$ cat src/rtl/msx_slot_map_loader.sv
// msx_slot_map_loader: expands the machine-configuration record list into the
// 64-entry {slot, sub_slot, page} block table plus per-slot type/expander flags.
module msx_slot_map_loader (
  input  logic        clk_sys,
  input  logic        reset_n,
  input  logic        start,
  input  logic        rec_valid,
  output logic        rec_ready,
  input  logic [4:0]  rec_typ,
  input  logic [3:0]  rec_reference,
  input  logic [7:0]  rec_block_count,
  input  logic [1:0]  rec_slot,
  input  logic [1:0]  rec_sub_slot,
  input  logic [1:0]  rec_start_block,
  input  logic        rec_last,
  output logic        tbl_we,
  output logic [5:0]  tbl_addr,
  output logic [3:0]  tbl_typ,
  output logic [3:0]  tbl_block_id,
  output logic [1:0]  tbl_offset,
  output logic        tbl_init,
  output logic [15:0] slot_typ,
  output logic [3:0]  slot_expanded,
  output logic        busy,
  output logic        done
);

  localparam int unsigned CFG_W  = 5;
  localparam int unsigned TYP_W  = 4;
  localparam int unsigned ID_W   = 4;
  localparam int unsigned ADDR_W = 6;
  localparam int unsigned CLR_W  = 7;
  localparam int unsigned PAGE_W = 3;
  localparam int unsigned CNT_W  = 8;
  localparam int unsigned NSLOT  = 4;

  // Configuration record types
  localparam logic [CFG_W-1:0] CFG_RAM        = CFG_W'(1);
  localparam logic [CFG_W-1:0] CFG_RAM_MAPPER = CFG_W'(2);
  localparam logic [CFG_W-1:0] CFG_BIOS       = CFG_W'(3);
  localparam logic [CFG_W-1:0] CFG_FDC        = CFG_W'(4);
  localparam logic [CFG_W-1:0] CFG_CART_A     = CFG_W'(5);
  localparam logic [CFG_W-1:0] CFG_CART_B     = CFG_W'(6);

  // Slot table types
  localparam logic [TYP_W-1:0] SLOT_EMPTY  = TYP_W'(0);
  localparam logic [TYP_W-1:0] SLOT_RAM    = TYP_W'(1);
  localparam logic [TYP_W-1:0] SLOT_ROM    = TYP_W'(2);
  localparam logic [TYP_W-1:0] SLOT_MAPPER = TYP_W'(4);
  localparam logic [TYP_W-1:0] SLOT_CART_A = TYP_W'(5);
  localparam logic [TYP_W-1:0] SLOT_CART_B = TYP_W'(6);
  localparam logic [TYP_W-1:0] SLOT_FDC    = TYP_W'(7);

  typedef enum logic [2:0] {
    ST_IDLE,
    ST_CLEAR,
    ST_WAIT,
    ST_FILL,
    ST_DONE
  } state_e;

  // Record held while its pages are being written
  typedef struct packed {
    logic [1:0]        slot;
    logic [1:0]        sub_slot;
    logic [1:0]        start;
    logic [ID_W-1:0]   block_id;
    logic [TYP_W-1:0]  typ;
    logic [PAGE_W-1:0] n;
    logic              last;
  } rec_t;

  state_e                  state_q, state_d;
  logic [CLR_W-1:0]        clr_cnt_q, clr_cnt_d;
  logic [PAGE_W-1:0]       page_q, page_d;
  rec_t                    rec_q, rec_d;

  logic                    tbl_we_q, tbl_we_d;
  logic [ADDR_W-1:0]       tbl_addr_q, tbl_addr_d;
  logic [TYP_W-1:0]        tbl_typ_q, tbl_typ_d;
  logic [ID_W-1:0]         tbl_block_id_q, tbl_block_id_d;
  logic [1:0]              tbl_offset_q, tbl_offset_d;
  logic                    tbl_init_q, tbl_init_d;
  logic [NSLOT*TYP_W-1:0]  slot_typ_q, slot_typ_d;
  logic [NSLOT-1:0]        slot_expanded_q, slot_expanded_d;
  logic                    rec_ready_q, rec_ready_d;
  logic                    busy_q, busy_d;
  logic                    done_q, done_d;

  logic                    acc_mapped;
  logic [TYP_W-1:0]        acc_typ;
  logic [CNT_W-1:0]        acc_room;
  logic [PAGE_W-1:0]       acc_n;
  logic [1:0]              fill_page;

  // Decode the incoming record: slot type and page count clipped to the slot
  always_comb begin
    acc_mapped = 1'b1;
    acc_typ    = SLOT_EMPTY;
    case (rec_typ)
      CFG_RAM:        acc_typ = SLOT_RAM;
      CFG_RAM_MAPPER: acc_typ = SLOT_MAPPER;
      CFG_BIOS:       acc_typ = SLOT_ROM;
      CFG_FDC:        acc_typ = SLOT_FDC;
      CFG_CART_A:     acc_typ = SLOT_CART_A;
      CFG_CART_B:     acc_typ = SLOT_CART_B;
      default:        acc_mapped = 1'b0;
    endcase
    acc_room = CNT_W'(PAGE_W'(4) - PAGE_W'(rec_start_block));
    acc_n    = PAGE_W'((rec_block_count < acc_room) ? rec_block_count : acc_room);
  end

  assign fill_page = rec_q.start + page_q[1:0];

  // Next-state and registered-output logic
  always_comb begin
    state_d         = state_q;
    clr_cnt_d       = clr_cnt_q;
    page_d          = page_q;
    rec_d           = rec_q;
    tbl_we_d        = 1'b0;
    tbl_addr_d      = tbl_addr_q;
    tbl_typ_d       = tbl_typ_q;
    tbl_block_id_d  = tbl_block_id_q;
    tbl_offset_d    = tbl_offset_q;
    tbl_init_d      = tbl_init_q;
    slot_typ_d      = slot_typ_q;
    slot_expanded_d = slot_expanded_q;
    rec_ready_d     = 1'b0;
    busy_d          = busy_q;
    done_d          = done_q;

    if (start) begin
      // Abort whatever is running and write entry 0 of the clear sweep now
      state_d         = ST_CLEAR;
      clr_cnt_d       = CLR_W'(1);
      tbl_we_d        = 1'b1;
      tbl_addr_d      = '0;
      tbl_typ_d       = SLOT_EMPTY;
      tbl_block_id_d  = '0;
      tbl_offset_d    = '0;
      tbl_init_d      = 1'b0;
      slot_typ_d      = '0;
      slot_expanded_d = '0;
      busy_d          = 1'b1;
      done_d          = 1'b0;
    end else begin
      case (state_q)
        ST_IDLE: begin
          busy_d = 1'b0;
          done_d = 1'b0;
        end
        ST_CLEAR: begin
          if (clr_cnt_q[CLR_W-1]) begin
            state_d     = ST_WAIT;
            rec_ready_d = 1'b1;
          end else begin
            tbl_we_d       = 1'b1;
            tbl_addr_d     = clr_cnt_q[ADDR_W-1:0];
            tbl_typ_d      = SLOT_EMPTY;
            tbl_block_id_d = '0;
            tbl_offset_d   = '0;
            tbl_init_d     = 1'b0;
            clr_cnt_d      = clr_cnt_q + CLR_W'(1);
          end
        end
        ST_WAIT: begin
          rec_ready_d = 1'b1;
          if (rec_valid && rec_ready_q) begin
            rec_ready_d       = 1'b0;
            state_d           = ST_FILL;
            rec_d.slot        = rec_slot;
            rec_d.sub_slot    = rec_sub_slot;
            rec_d.start       = rec_start_block;
            rec_d.block_id    = rec_reference;
            rec_d.typ         = acc_typ;
            rec_d.last        = rec_last;
            page_d            = '0;
            rec_d.n           = '0;
            // Page 0 goes out on the accept edge; unmapped records idle one cycle in FILL
            if (acc_mapped && (acc_n != '0)) begin
              rec_d.n         = acc_n;
              page_d          = PAGE_W'(1);
              tbl_we_d        = 1'b1;
              tbl_addr_d      = {rec_slot, rec_sub_slot, rec_start_block};
              tbl_typ_d       = acc_typ;
              tbl_block_id_d  = rec_reference;
              tbl_offset_d    = '0;
              tbl_init_d      = 1'b1;
              slot_typ_d[{rec_slot, 2'b00} +: TYP_W] = acc_typ;
              if (rec_sub_slot != '0) begin
                slot_expanded_d[rec_slot] = 1'b1;
              end
            end
          end
        end
        ST_FILL: begin
          if (page_q == rec_q.n) begin
            if (rec_q.last) begin
              state_d = ST_DONE;
              done_d  = 1'b1;
              busy_d  = 1'b0;
            end else begin
              state_d     = ST_WAIT;
              rec_ready_d = 1'b1;
            end
          end else begin
            tbl_we_d       = 1'b1;
            tbl_addr_d     = {rec_q.slot, rec_q.sub_slot, fill_page};
            tbl_typ_d      = rec_q.typ;
            tbl_block_id_d = rec_q.block_id;
            tbl_offset_d   = page_q[1:0];
            tbl_init_d     = 1'b0;
            page_d         = page_q + PAGE_W'(1);
          end
        end
        ST_DONE: begin
          done_d = 1'b1;
          busy_d = 1'b0;
        end
        default: begin
          state_d = ST_IDLE;
        end
      endcase
    end
  end

  // State and output registers
  always_ff @(posedge clk_sys or negedge reset_n) begin
    if (!reset_n) begin
      state_q         <= ST_IDLE;
      clr_cnt_q       <= '0;
      page_q          <= '0;
      rec_q           <= '0;
      tbl_we_q        <= 1'b0;
      tbl_addr_q      <= '0;
      tbl_typ_q       <= '0;
      tbl_block_id_q  <= '0;
      tbl_offset_q    <= '0;
      tbl_init_q      <= 1'b0;
      slot_typ_q      <= '0;
      slot_expanded_q <= '0;
      rec_ready_q     <= 1'b0;
      busy_q          <= 1'b0;
      done_q          <= 1'b0;
    end else begin
      state_q         <= state_d;
      clr_cnt_q       <= clr_cnt_d;
      page_q          <= page_d;
      rec_q           <= rec_d;
      tbl_we_q        <= tbl_we_d;
      tbl_addr_q      <= tbl_addr_d;
      tbl_typ_q       <= tbl_typ_d;
      tbl_block_id_q  <= tbl_block_id_d;
      tbl_offset_q    <= tbl_offset_d;
      tbl_init_q      <= tbl_init_d;
      slot_typ_q      <= slot_typ_d;
      slot_expanded_q <= slot_expanded_d;
      rec_ready_q     <= rec_ready_d;
      busy_q          <= busy_d;
      done_q          <= done_d;
    end
  end

  assign tbl_we        = tbl_we_q;
  assign tbl_addr      = tbl_addr_q;
  assign tbl_typ       = tbl_typ_q;
  assign tbl_block_id  = tbl_block_id_q;
  assign tbl_offset    = tbl_offset_q;
  assign tbl_init      = tbl_init_q;
  assign slot_typ      = slot_typ_q;
  assign slot_expanded = slot_expanded_q;
  assign rec_ready     = rec_ready_q;
  assign busy          = busy_q;
  assign done          = done_q;

endmodule

$ cat config.mk
export PLATFORM = sky130hd
export DESIGN_NAME = msx_slot_map_loader
export DESIGN_NICKNAME = d
export VERILOG_FILES = /design/src/rtl/msx_slot_map_loader.sv
export SDC_FILE = /design/constraint.sdc
export NUM_CORES = 1
export LEC_CHECK = 0
export ABC_AREA = 1
export CELL_PAD_IN_SITES_DETAIL_PLACEMENT = 0
export CELL_PAD_IN_SITES_GLOBAL_PLACEMENT = 1
export CORE_MARGIN = 10
export CORE_UTILIZATION = 35
export CTS_CLUSTER_DIAMETER = 80
export DETAILED_ROUTE_END_ITERATION = 12
export GPL_ROUTABILITY_DRIVEN = 0
export PLACE_DENSITY = 0.81
export SKIP_LAST_GASP = 1
export SYNTH_ARGS = -nofsm -noshare
export SYNTH_HDL_FRONTEND = slang
export SYNTH_SLANG_ARGS = --single-unit
$ cat constraint.sdc
create_clock -name clk_sys -period 2.4 [get_ports clk_sys]
set_clock_uncertainty 0.2 [all_clocks]
set_input_delay 0.6 -clock clk_sys [delete_from_list [all_inputs] [get_ports clk_sys]]
set_output_delay 0.6 -clock clk_sys [all_outputs]
set_load 0.1 [all_outputs]
==> results of run 1 <==
==> worst register-to-register path: stages, from the launching register on <==
cell     delay (ps)
dfrtp_1         420
nor2_4          200
inv_2           120
nor2_4          170
inv_1           200
nor2_4          170
inv_1           170
o21ai_0         280
nand2_1          80
nand2_1          50
==> worst max path at each step <==
stage,end,slack [ps]
after CTS,tbl_block_id[3]$_DFFE_PN0P_,60
after global placement,tbl_block_id[3]$_DFFE_PN0P_,-720
after global routing,slot_typ[10]$_DFFE_PN0P_,-0.3
after floorplan,tbl_addr[0]$_DFFE_PN0P_,-10
after detailed placement,tbl_typ[1]$_DFFE_PN0P_,-800
final,tbl_block_id[3]$_DFFE_PN0P_,150
==> synth_stat cells (2+ instances only) <==
master / number / area [sq um]
nor4_1: 5 / 31.28
xnor2_1: 7 / 61.31
nor2_1: 37 / 138.9
nor2_4: 5 / 56.30
o31ai_1: 2 / 15.01
nand4_1: 28 / 175.2
nor2_2: 2 / 12.51
a21oi_1: 5 / 25.02
clkbuf_1: 3 / 11.26
a221oi_1: 2 / 17.52
a32o_1: 4 / 40.04
nand3_1: 30 / 150.1
buf_4: 6 / 45.04
inv_1: 44 / 165.2
inv_2: 4 / 15.01
dfrtp_1: 66 / 1652
xor2_1: 3 / 26.28
ha_1: 11 / 137.6
nand2_1: 121 / 454.2
nand2_2: 4 / 25.02
o21ai_0: 25 / 125.1
nand3_4: 2 / 35.03
o21ai_1: 2 / 10.01
nor3_1: 2 / 10.01
o22ai_1: 6 / 37.54
nand3_2: 2 / 20.02
buf_1: 2 / 7.510
buf_2: 5 / 25.02
==> power by group through the flow <==
stage | Sequential, W | Clock [W] | Combinational [W]
after floorplan | 0.00215 | 0 | 0.000804
after global placement | 0.00143 | 0 | 0.00208
after detailed placement | 0.00143 | 0 | 0.00209
after CTS | 0.00141 | 0.00123 | 0.00214
after global routing | 0.00143 | 0.00128 | 0.00229
final | 0.00141 | 0.00120 | 0.00213
==> area by class of cell <==
cell class / count / area, sq um
repair buffers: 105 / 919.6
multi-input cells: 321 / 1810
clock inverters: 4 / 97.59
inverters: 48 / 200.2
well taps: 136 / 170.2
fillers: 989 / 5226
flip-flops and latches: 66 / 1652
clock buffers: 12 / 155.1
==> repair_timing <==
action,4_1_cts,5_1_grt
endpoints found under the setup margin,37,31
resized for setup,14,15
cloned,1,0
hold endpoints to repair,0,0
pin swaps,10,12
setup buffers,1,1
==> per-stage QoR <==
step	total power, W	hold WS (ps)
6_report	0.004743	46.26
5_1_grt	0.005005	69.21
3_3_place_gp	0.003508	265.2
4_1_cts	0.004776	63.41
2_1_floorplan	0.002955	104.4
3_5_place_dp	0.003520	271.0
==> kinds of logic after synthesis <==
family                     after synthesis  synth area share
adders and majority gates               11           0.03781
AOI/OAI and AO/OA                       52           0.08732
buffers and inverters                   66           0.07837
and+or+nand+nor                        242            0.3176
xor gates and xnor gates                10           0.02406
DFF                                     66            0.4538
other                                    1          0.001030
==> registers in the layout, indices dropped and copies added (netlist names) <==
| signal | cells |
|---|---|
| tbl_init | 1 |
| done | 1 |
| slot_expanded | 4 |
| slot_typ | 12 |
| rec_ready | 1 |
| rec_q | 17 |
| clr_cnt_q | 7 |
| tbl_offset | 2 |
| state_q | 3 |
| tbl_typ | 3 |
| tbl_block_id | 4 |
| tbl_we | 1 |
| tbl_addr | 6 |
| page_q | 3 |
| busy | 1 |
==> placed cells by master (no fill, tap or decap), types with 13 or more instances in the layout <==
cell / instances
o21ai_0: 25
buf_4: 72
nand4_1: 28
nand2_1: 109
nor2_1: 37
inv_1: 41
nand3_1: 29
clkdlybuf4s50_1: 22
nand2_2: 13
dfrtp_1: 66
==> layer usage <==
layer / vias to the layer above / track usage
met5: - / 0
met4: 0 / 0.04769
met3: 12 / 0.04857
met2: 72 / 0.2221
met1: 1603 / 0.1823
li1: 1691 / -
==> flow_summary_export.csv, run 1 <==
group,metric,value,unit
run_status,outcome,"finished, final reports clean",
layout,finalNonFillerCells,692,
layout,antennaDiodeCount,0,
global_routing,grt_max_degree,67,
sta,finalHoldViolCount,0,
cts,htreeDepth,3,
setup_path,worstSetupPathType,"in -> reg",
drt,wl,10.19,mm
layout,area_growth,37.50,%
pwr,seq_power_share,0.297,
die,core,10230,sq um
synth,synth_seq_cells,66,
die,die_width,122.0,microns
pwr,swShare,0.4576,
setup_path,cp_data_required_time,2450,ps
setup_path,cpMostUsedCell,"nand2_2",
pwr,power.switching,0.002170,W
synth,netlist_instances,448,
cts,cts_root_buffer,"clkbuf_8",
synth,seq_area_frac_synth,0.4538,
die,num_io_pins,69,
drt,wl_met1,4.510,mm
setup_path,endpoint_kind,"flip-flop",
setup_path,critical_path.max_stage_delay,260,ps
drt,postRouteAntennaNets,0,
setup_path,cp_slowest_cell,"ha_4",
place,dp.final_hpwl,7.566,mm
sta,fin_ws,149.2,ps
layout,drive_above_1_share,0.2464,
pwr,vdd.ir_drop.worst,0.6576,mV
setup_path,critPathLaunchType,"primary input",
drt,num_vias,3378,
run,cap_viol_max_count,0,
cts,clockBufferDepth,2,
global_routing,grt_pass1_wl,17.14,mm
sta,finalSetupTns,0,ps
layout,finish.instance_area,5005,sq um
setup_path,r2r-end,"tbl_typ[2]$_DFFE_PN0P_",
setup_path,rr_startpoint,"state_q[2]$_DFFE_PN0P_",
setup_path,reg2regPathDepth,9,
cts,cts_hold_buffers,0,
setup_path,critical_path_buf_inv_count,4,
drt,via_per_inst,4.882,
sta,setup_viol,0,
place,placed_cell_area,4673,sq um
pwr,p_int,0.002573,W
cts,cts_tree,"yes",
drt,drc,0,
global_routing,grt_usage,0.1431,
setup_path,critical_path.top_delay_family,"simple AND/OR/NAND/NOR gates",
die,die-area,14880,sq um
layout,utilization,0.4892,
synth,ys_warn_count,0,
global_routing,grt_pass1_vias,3489,
setup_path,cp-startpoint,"rec_start_block[1]",
drt,top_layer,"met4",
worst_hold_path,hold_path_class,"in -> async",
setup_path,arrival,2300,ps
cts,worst_skew_pair.late_latency,360,ps
sta,slew_violations,0,
setup_path,rrSetupSlack,270,ps
die,rows,37,
drt,avgRoutedWirePerCell,14.72,microns
pwr,power_density,947.7,nW/um^2
cts,clk_pin_slew,70,ps
place,portBuffers,63,
synth,yosysUniqueCellTypes,41,
sta,period_share,0.9378,
layout,layout.nets,590,
pwr,leakagePower,2.507,nW
synth,synth_edf_count,0,
setup_path,path_depth,16,
synth,syn_avg_cell_area,8.124,sq um
synth,synth_area,3640,sq um
drt,dr_wl_met3,679,microns
synth,synthArstFlopShare,1.000,
global_routing,grt-ovfl-total,0,
sta,finalCriticalPeriod,2251,ps
setup_path,crit_chain,"buf_6 > inv_6 > ha_4 > inv_4 > ha_4 > nand2_2 > nand2_2 > nand2_2 > nand2_4 > nand2_2 > nand2_2 > nand3_4 > nand3_4 > buf_6 > nand4_1 > nand2_1",
pwr,clkPwrFrac,0.253,
drt,firstDrtPassIters,4,
pwr,combPwrFrac,0.450,
die,fp.dieH,122.0,microns
synth,synth_flop_cell,"dfrtp_1",
cts,cts_made_buffers,9,
setup_path,crit_path_max_fanout,8,
drt,drt_iter0_markers,187,
cts,clkSinkCount,66,
drt,dr_wl_met2,4.858,mm
global_routing,antenna_found_initial,0,
place,place_ws,-797.9,ps
place,dpl.cell_count,674,
sta,fmax,444.3,MHz
die,start_util,0.3558,
Note: power is estimated with default switching activity, not from simulation.
==> run 2, diff against run 1 <==
--- a/config.mk
+++ b/config.mk
@@ -13,7 +13,7 @@
 export CTS_CLUSTER_DIAMETER = 80
 export DETAILED_ROUTE_END_ITERATION = 12
 export GPL_ROUTABILITY_DRIVEN = 0
-export PLACE_DENSITY = 0.81
+export PLACE_DENSITY = 0.84
 export SKIP_LAST_GASP = 1
 export SYNTH_ARGS = -nofsm -noshare
 export SYNTH_HDL_FRONTEND = slang
==> constraint.sdc (replaced) <==
create_clock -name clk_sys -period 1.8 [get_ports clk_sys]
set_clock_uncertainty 0.2 [all_clocks]
set_input_delay 0.45 -clock clk_sys [delete_from_list [all_inputs] [get_ports clk_sys]]
set_output_delay 0.45 -clock clk_sys [all_outputs]
set_load 0.1 [all_outputs]
==> flow_summary_export.csv, run 2 (synthesis gave the netlist of run 1 again) <==
group,metric,value,unit
setup_path,cp_slowest_cell,"ha_4",
cts,cts_root_buffer,"clkbuf_8",
setup_path,crit_path_max_fanout,4,
sta,fmax,470.5,MHz
sta,finalCriticalPeriod,2125,ps
pwr,leakagePower,2.927,nW
die,fp.dieH,122.0,microns
setup_path,critical_path_buf_inv_count,4,
sta,setup_viol,35,
layout,layout.nets,644,
setup_path,rrSetupSlack,-90,ps
global_routing,grt_pass1_vias,3941,
setup_path,cpMostUsedCell,"nand2_4",
setup_path,crit_chain,"buf_6 > inv_6 > ha_4 > inv_4 > ha_4 > nand2_2 > nand2_2 > nand2_4 > nand2_4 > nand2_4 > nand2_4 > nand3_4 > buf_6 > nand4_1 > nand2_2 > nand2_1 > nand2_1",
drt,firstDrtPassIters,5,
sta,slew_violations,0,
die,core,10230,sq um
die,die_width,122.0,microns
setup_path,endpoint_kind,"flip-flop",
sta,fin_ws,-325.3,ps
setup_path,critical_path.top_delay_family,"simple AND/OR/NAND/NOR gates",
layout,multi_input_area,2016,sq um
drt,wl,11.65,mm
setup_path,critPathLaunchType,"primary input",
setup_path,critical_path.max_stage_delay,260,ps
drt,drt_iter0_markers,251,
worst_hold_path,hold_depth,3,
place,dp.final_hpwl,8.579,mm
cts,clkSinkCount,66,
sta,rsz0062_at_grt,"yes",
die,rows,37,
cts,clockBufferDepth,2,
die,die-area,14880,sq um
cts,worst_skew_pair.late_latency,350,ps
place,placed_cell_area,5388,sq um
setup_path,cp_data_required_time,1830,ps
drt,num_vias,3753,
setup_path,arrival,2160,ps
layout,mostFrequentLayoutCells,"108 x nand2_1, 81 x buf_4, 65 x dfrtp_1",
drt,avgRoutedWirePerCell,15.61,microns
pwr,vdd.ir_drop.worst,0.7308,mV
global_routing,grt_pass1_wl,18.91,mm
layout,utilization,0.5970,
sta,period_share,1.181,
place,place_ws,-1267,ps
drt,drc,0,
global_routing,antenna_found_initial,0,
run,cap_viol_max_count,0,
cts,htreeDepth,3,
global_routing,grt-ovfl-total,0,
layout,final_common_cell,"nand2_1",
layout,regArea,1655,sq um
setup_path,r2r-end,"tbl_addr[1]$_DFFE_PN0P_",
setup_path,reg2regPathDepth,11,
cts,clk_pin_slew,70,ps
setup_path,rr_startpoint,"state_q[1]$_DFFE_PN0P_",
pwr,power_density,1231,nW/um^2
worst_hold_path,hold_end,"rec_q[13]$_DFFE_PN0P_",
layout,largest_reg_flops,17,
sta,finalHoldViolCount,0,
worst_hold_path,hold_path_class,"in -> reg",
global_routing,grt_usage,0.1569,
global_routing,grt_max_degree,30,
layout,area_growth,67.82,%
layout,drive_above_1_share,0.3672,
worst_hold_path,hold_start,"rec_start_block[1]",
run_status,outcome,"complete, but fails checks",
cts,cts_tree,"yes",
die,num_io_pins,69,
drt,postRouteAntennaNets,0,
layout,finish.instance_area,6108,sq um
layout,fill_cells,863,
die,start_util,0.3558,
place,portBuffers,63,
layout,antennaDiodeCount,0,
drt,via_per_inst,5.031,
layout,top_register,"rec_q",
cts,cts_made_buffers,9,
setup_path,worstSetupPathType,"in -> reg",
run_status,violations,"setup timing",
==> run 2: worst register-to-register path: stages, from the launching register on <==
cell	delay, ps
dfrtp_1	360
inv_2	60
nor2_4	150
buf_6	130
inv_4	40
nor2_4	110
inv_2	80
nor2_4	140
clkinvlp_4	190
o21ai_0	230
nand2_1	80
nand2_1	60
==> run 2: stage by stage <==
stage	setup TNS, ps	hold WS [ps]	total power, W	cells
finish	-9145	175.9	0.007519	746
floorplan	-13530	-45.59	0.003942	452
global route	-13130	184.0	0.007857	746
detailed placement	-48610	215.9	0.005421	710
CTS	-12000	204.5	0.007124	738
global placement	-45980	215.5	0.005365	710
==> run 2: where the power goes <==
group / total [W] / switching, W / leakage [nW] / internal (W)
registers: 0.00194 / 0.000241 / 0.846 / 0.00170
clock network: 0.00144 / 0.000651 / 0.110 / 0.000792
logic: 0.00413 / 0.00247 / 1.97 / 0.00167
==> run 2: worst max-delay path by stage <==
stage,end,slack [ps],start,cells after the start
finish,slot_typ[4]$_DFFE_PN0P_,-330,rec_start_block[1],17
global route,slot_typ[13]$_DFFE_PN0P_,-440,rec_start_block[0],17
CTS,slot_typ[4]$_DFFE_PN0P_,-420,rec_start_block[0],18
detailed placement,slot_typ[4]$_DFFE_PN0P_,-1270,rec_start_block[0],18
global placement,slot_typ[12]$_DFFE_PN0P_,-1200,rec_start_block[0],18
floorplan,tbl_addr[0]$_DFFE_PN0P_,-460,rec_start_block[0],16
==> run 2: final cells by class <==
class                           instances  share of cell area
Inverter                               48             0.03462
Tap cell                              136             0.02786
Clock inverter                          7             0.01680
Clock buffer                            9             0.02028
Sequential cell                        66              0.2710
Timing Repair Buffer                  159              0.2995
Multi-Input combinational cell        321              0.3300
==> run 2: metal layers <==
| layer | wire length (microns) | GRT usage | up-vias |
|---|---|---|---|
| met3 | 779 | 0.04117 | 12 |
| met2 | 5879 | 0.2672 | 105 |
| met5 | 0 | 0 | - |
| met1 | 4852 | 0.1868 | 1822 |
| li1 | - | - | 1814 |
| met4 | 135 | 0.05440 | 0 |
==> run 2: what timing repair did <==
item / CTS / global route
endpoints found under the hold margin: 13 / 0
cloned: 2 / 0
resized for setup: 46 / 55
hold buffers: 1 / 0
endpoints found under the setup margin: 46 / 56
buffers inserted: 9 / 10
pin swaps: 30 / 46
==> run 3, diff against run 2 <==
--- a/config.mk
+++ b/config.mk
@@ -8,7 +8,7 @@
 export ABC_AREA = 1
 export CELL_PAD_IN_SITES_DETAIL_PLACEMENT = 0
 export CELL_PAD_IN_SITES_GLOBAL_PLACEMENT = 1
-export CORE_MARGIN = 10
+export CORE_MARGIN = 2
 export CORE_UTILIZATION = 35
 export CTS_CLUSTER_DIAMETER = 80
 export DETAILED_ROUTE_END_ITERATION = 12
==> flow_summary_export.csv, run 3 (synthesis gave the netlist of run 1 again) <==
group,metric,value,unit
pwr,swShare,0.4543,
setup_path,crit_path_max_fanout,6,
cts,clk_pin_slew,80,ps
layout,final_common_cell,"nand2_1",
die,die-area,11230,sq um
pwr,power_density,1202,nW/um^2
cts,clockBufferDepth,2,
pwr,clkPwrFrac,0.197,
sta,period_share,1.200,
layout,mostFrequentLayoutCells,"98 x nand2_1, 76 x buf_4, 65 x dfrtp_1",
cts,cts_root_buffer,"clkbuf_8",
drt,drt_iter0_markers,219,
setup_path,critical_path_buf_inv_count,4,
global_routing,grt_pass1_vias,3774,
sta,finalCriticalPeriod,2161,ps
place,dp.final_hpwl,7.746,mm
sta,slew_violations,0,
pwr,combPwrFrac,0.538,
pwr,p_int,0.003999,W
sta,setup_viol,55,
global_routing,antenna_found_initial,0,
layout,layout.nets,642,
setup_path,cp_slowest_cell,"buf_4",
die,num_io_pins,69,
run_status,outcome,"complete, but fails checks",
global_routing,grt_max_degree,26,
cts,htreeDepth,3,
sta,fmax,462.8,MHz
cts,cts_tree,"yes",
pwr,seq_power_share,0.265,
place,portBuffers,63,
die,start_util,0.3558,
drt,postRouteAntennaNets,0,
pwr,vdd.ir_drop.worst,0.7479,mV
setup_path,cp_data_required_time,1860,ps
setup_path,cpMostUsedCell,"nand2_4",
die,die_width,106.0,microns
layout,area_growth,67.55,%
die,core,10230,sq um
layout,top_register,"rec_q",
global_routing,grt_usage,0.1988,
die,rows,37,
layout,utilization,0.5961,
setup_path,crit_chain,"buf_8 > inv_8 > ha_4 > inv_2 > ha_4 > nor2_4 > nand2_2 > nor2_4 > nand2_4 > nand2_4 > nand2_4 > nand3_4 > nand3_4 > buf_4 > nand4_1 > nand2_1",
setup_path,endpoint_kind,"flip-flop",
drt,wl,11.39,mm
cts,cts_made_buffers,9,
layout,largest_reg_flops,17,
sta,rsz0062_at_grt,"yes",
setup_path,worstSetupPathType,"in -> reg",
drt,firstDrtPassIters,6,
layout,fill_cells,851,
pwr,power.switching,0.003329,W
setup_path,arrival,2220,ps
global_routing,grt-ovfl-total,0,
worst_hold_path,hold_path_class,"in -> reg",
drt,via_per_inst,5.066,
run_status,violations,"setup timing",
sta,finalHoldViolCount,0,
layout,finish.instance_area,6098,sq um
layout,antennaDiodeCount,0,
cts,worst_skew_pair.late_latency,370,ps
sta,fin_ws,-360.7,ps
sta,hold_ws,196.3,ps
die,fp.dieH,106.0,microns
drt,avgRoutedWirePerCell,15.30,microns
setup_path,critical_path.top_delay_family,"simple AND/OR/NAND/NOR gates",
drt,drc,0,
drt,num_vias,3769,
cts,clkSinkCount,66,
place,placed_cell_area,5348,sq um
global_routing,grt_pass1_wl,17.60,mm
setup_path,critPathLaunchType,"primary input",
run,cap_viol_max_count,0,
pwr,leakagePower,2.950,nW
layout,drive_above_1_share,0.3701,
setup_path,critical_path.max_stage_delay,210,ps
[run 3: changes by cell type in the layout (fill, tap and decap cells not counted), moves of 3 or more]
cell     previous run  this run
nand2_1           108        98
o21ai_0            22        14
buf_4              81        76
nand2_2             8        20
o21ai_1             2        10
inv_1              34        37
nor2_1             26        29
[run 3: tightest hold or removal path, cell delays in order]
cell and delay (ps):
buf_8 110, inv_8 50, o21ai_0 90
[run 3: path summary, 6_finish.rpt]
path,endpoint,startpoint,slack (ps),cells after the start
min,rec_q[13]$_DFFE_PN0P_,rec_start_block[1],200,3
min in group asynchronous,slot_expanded[2]$_DFFE_PN0P_,reset_n,370,2
min reg2reg,rec_q[4]$_DFFE_PN0P_,rec_q[4]$_DFFE_PN0P_,310,2
max,tbl_addr[4]$_DFFE_PN0P_,rec_start_block[1],-360,16
max in group asynchronous,rec_q[5]$_DFFE_PN0P_,reset_n,490,3
max reg2reg,rec_q[3]$_DFFE_PN0P_,state_q[2]$_DFFE_PN0P_,-190,10
[run 3: metal layers]
layer / global-route usage / vias up / part of all wire / routed length [microns]
met1: 0.2443 / 1787 / 0.40 / 4594
met4: 0.07425 / 0 / 0.021 / 236
met5: 0 / - / 0 / 0
met3: 0.05641 / 25 / 0.072 / 817
li1: - / 1806 / - / -
met2: 0.3327 / 151 / 0.50 / 5737
[run 3: power groups by stage]
stage / registers (W) / logic (W) / clock network, W
CTS: 0.00194 / 0.00364 / 0.00146
global placement: 0.00196 / 0.00335 / 0
detailed placement: 0.00197 / 0.00341 / 0
floorplan: 0.00287 / 0.00107 / 0
global route: 0.00196 / 0.00416 / 0.00152
finish: 0.00194 / 0.00395 / 0.00144
[run 3: layout make-up]
| cell class | instances | area [sq um] | area share |
|---|---|---|---|
| timing repair buffer | 157 | 1838 | 0.3014 |
| inverter | 48 | 210.2 | 0.03447 |
| clock inverter | 7 | 100.1 | 0.01641 |
| clock buffer | 9 | 123.9 | 0.02031 |
| sequential | 66 | 1655 | 0.2714 |
| tap | 136 | 170.2 | 0.02790 |
| multi-input combinational | 321 | 2001 | 0.3281 |
[run 3: timing repair]
item                                    4_1_cts  5_1_grt
hold buffers                                  1        0
pin swaps                                    38       40
buffers inserted                             13       10
cloned                                        1        4
endpoints found under the setup margin       46       60
endpoints found under the hold margin        13        0
resized for setup                            45       71
[run 3: metrics by stage]
stage	setup WS [ps]	std cells	TNS (ps)	power (W)
2_1_floorplan	-459.6	452	-13530	0.003942
3_3_place_gp	-1168	703	-45910	0.005312
3_5_place_dp	-1287	703	-49600	0.005377
4_1_cts	-389.8	733	-11990	0.007040
5_1_grt	-450.2	744	-17310	0.007638
6_report	-360.7	744	-12230	0.007328
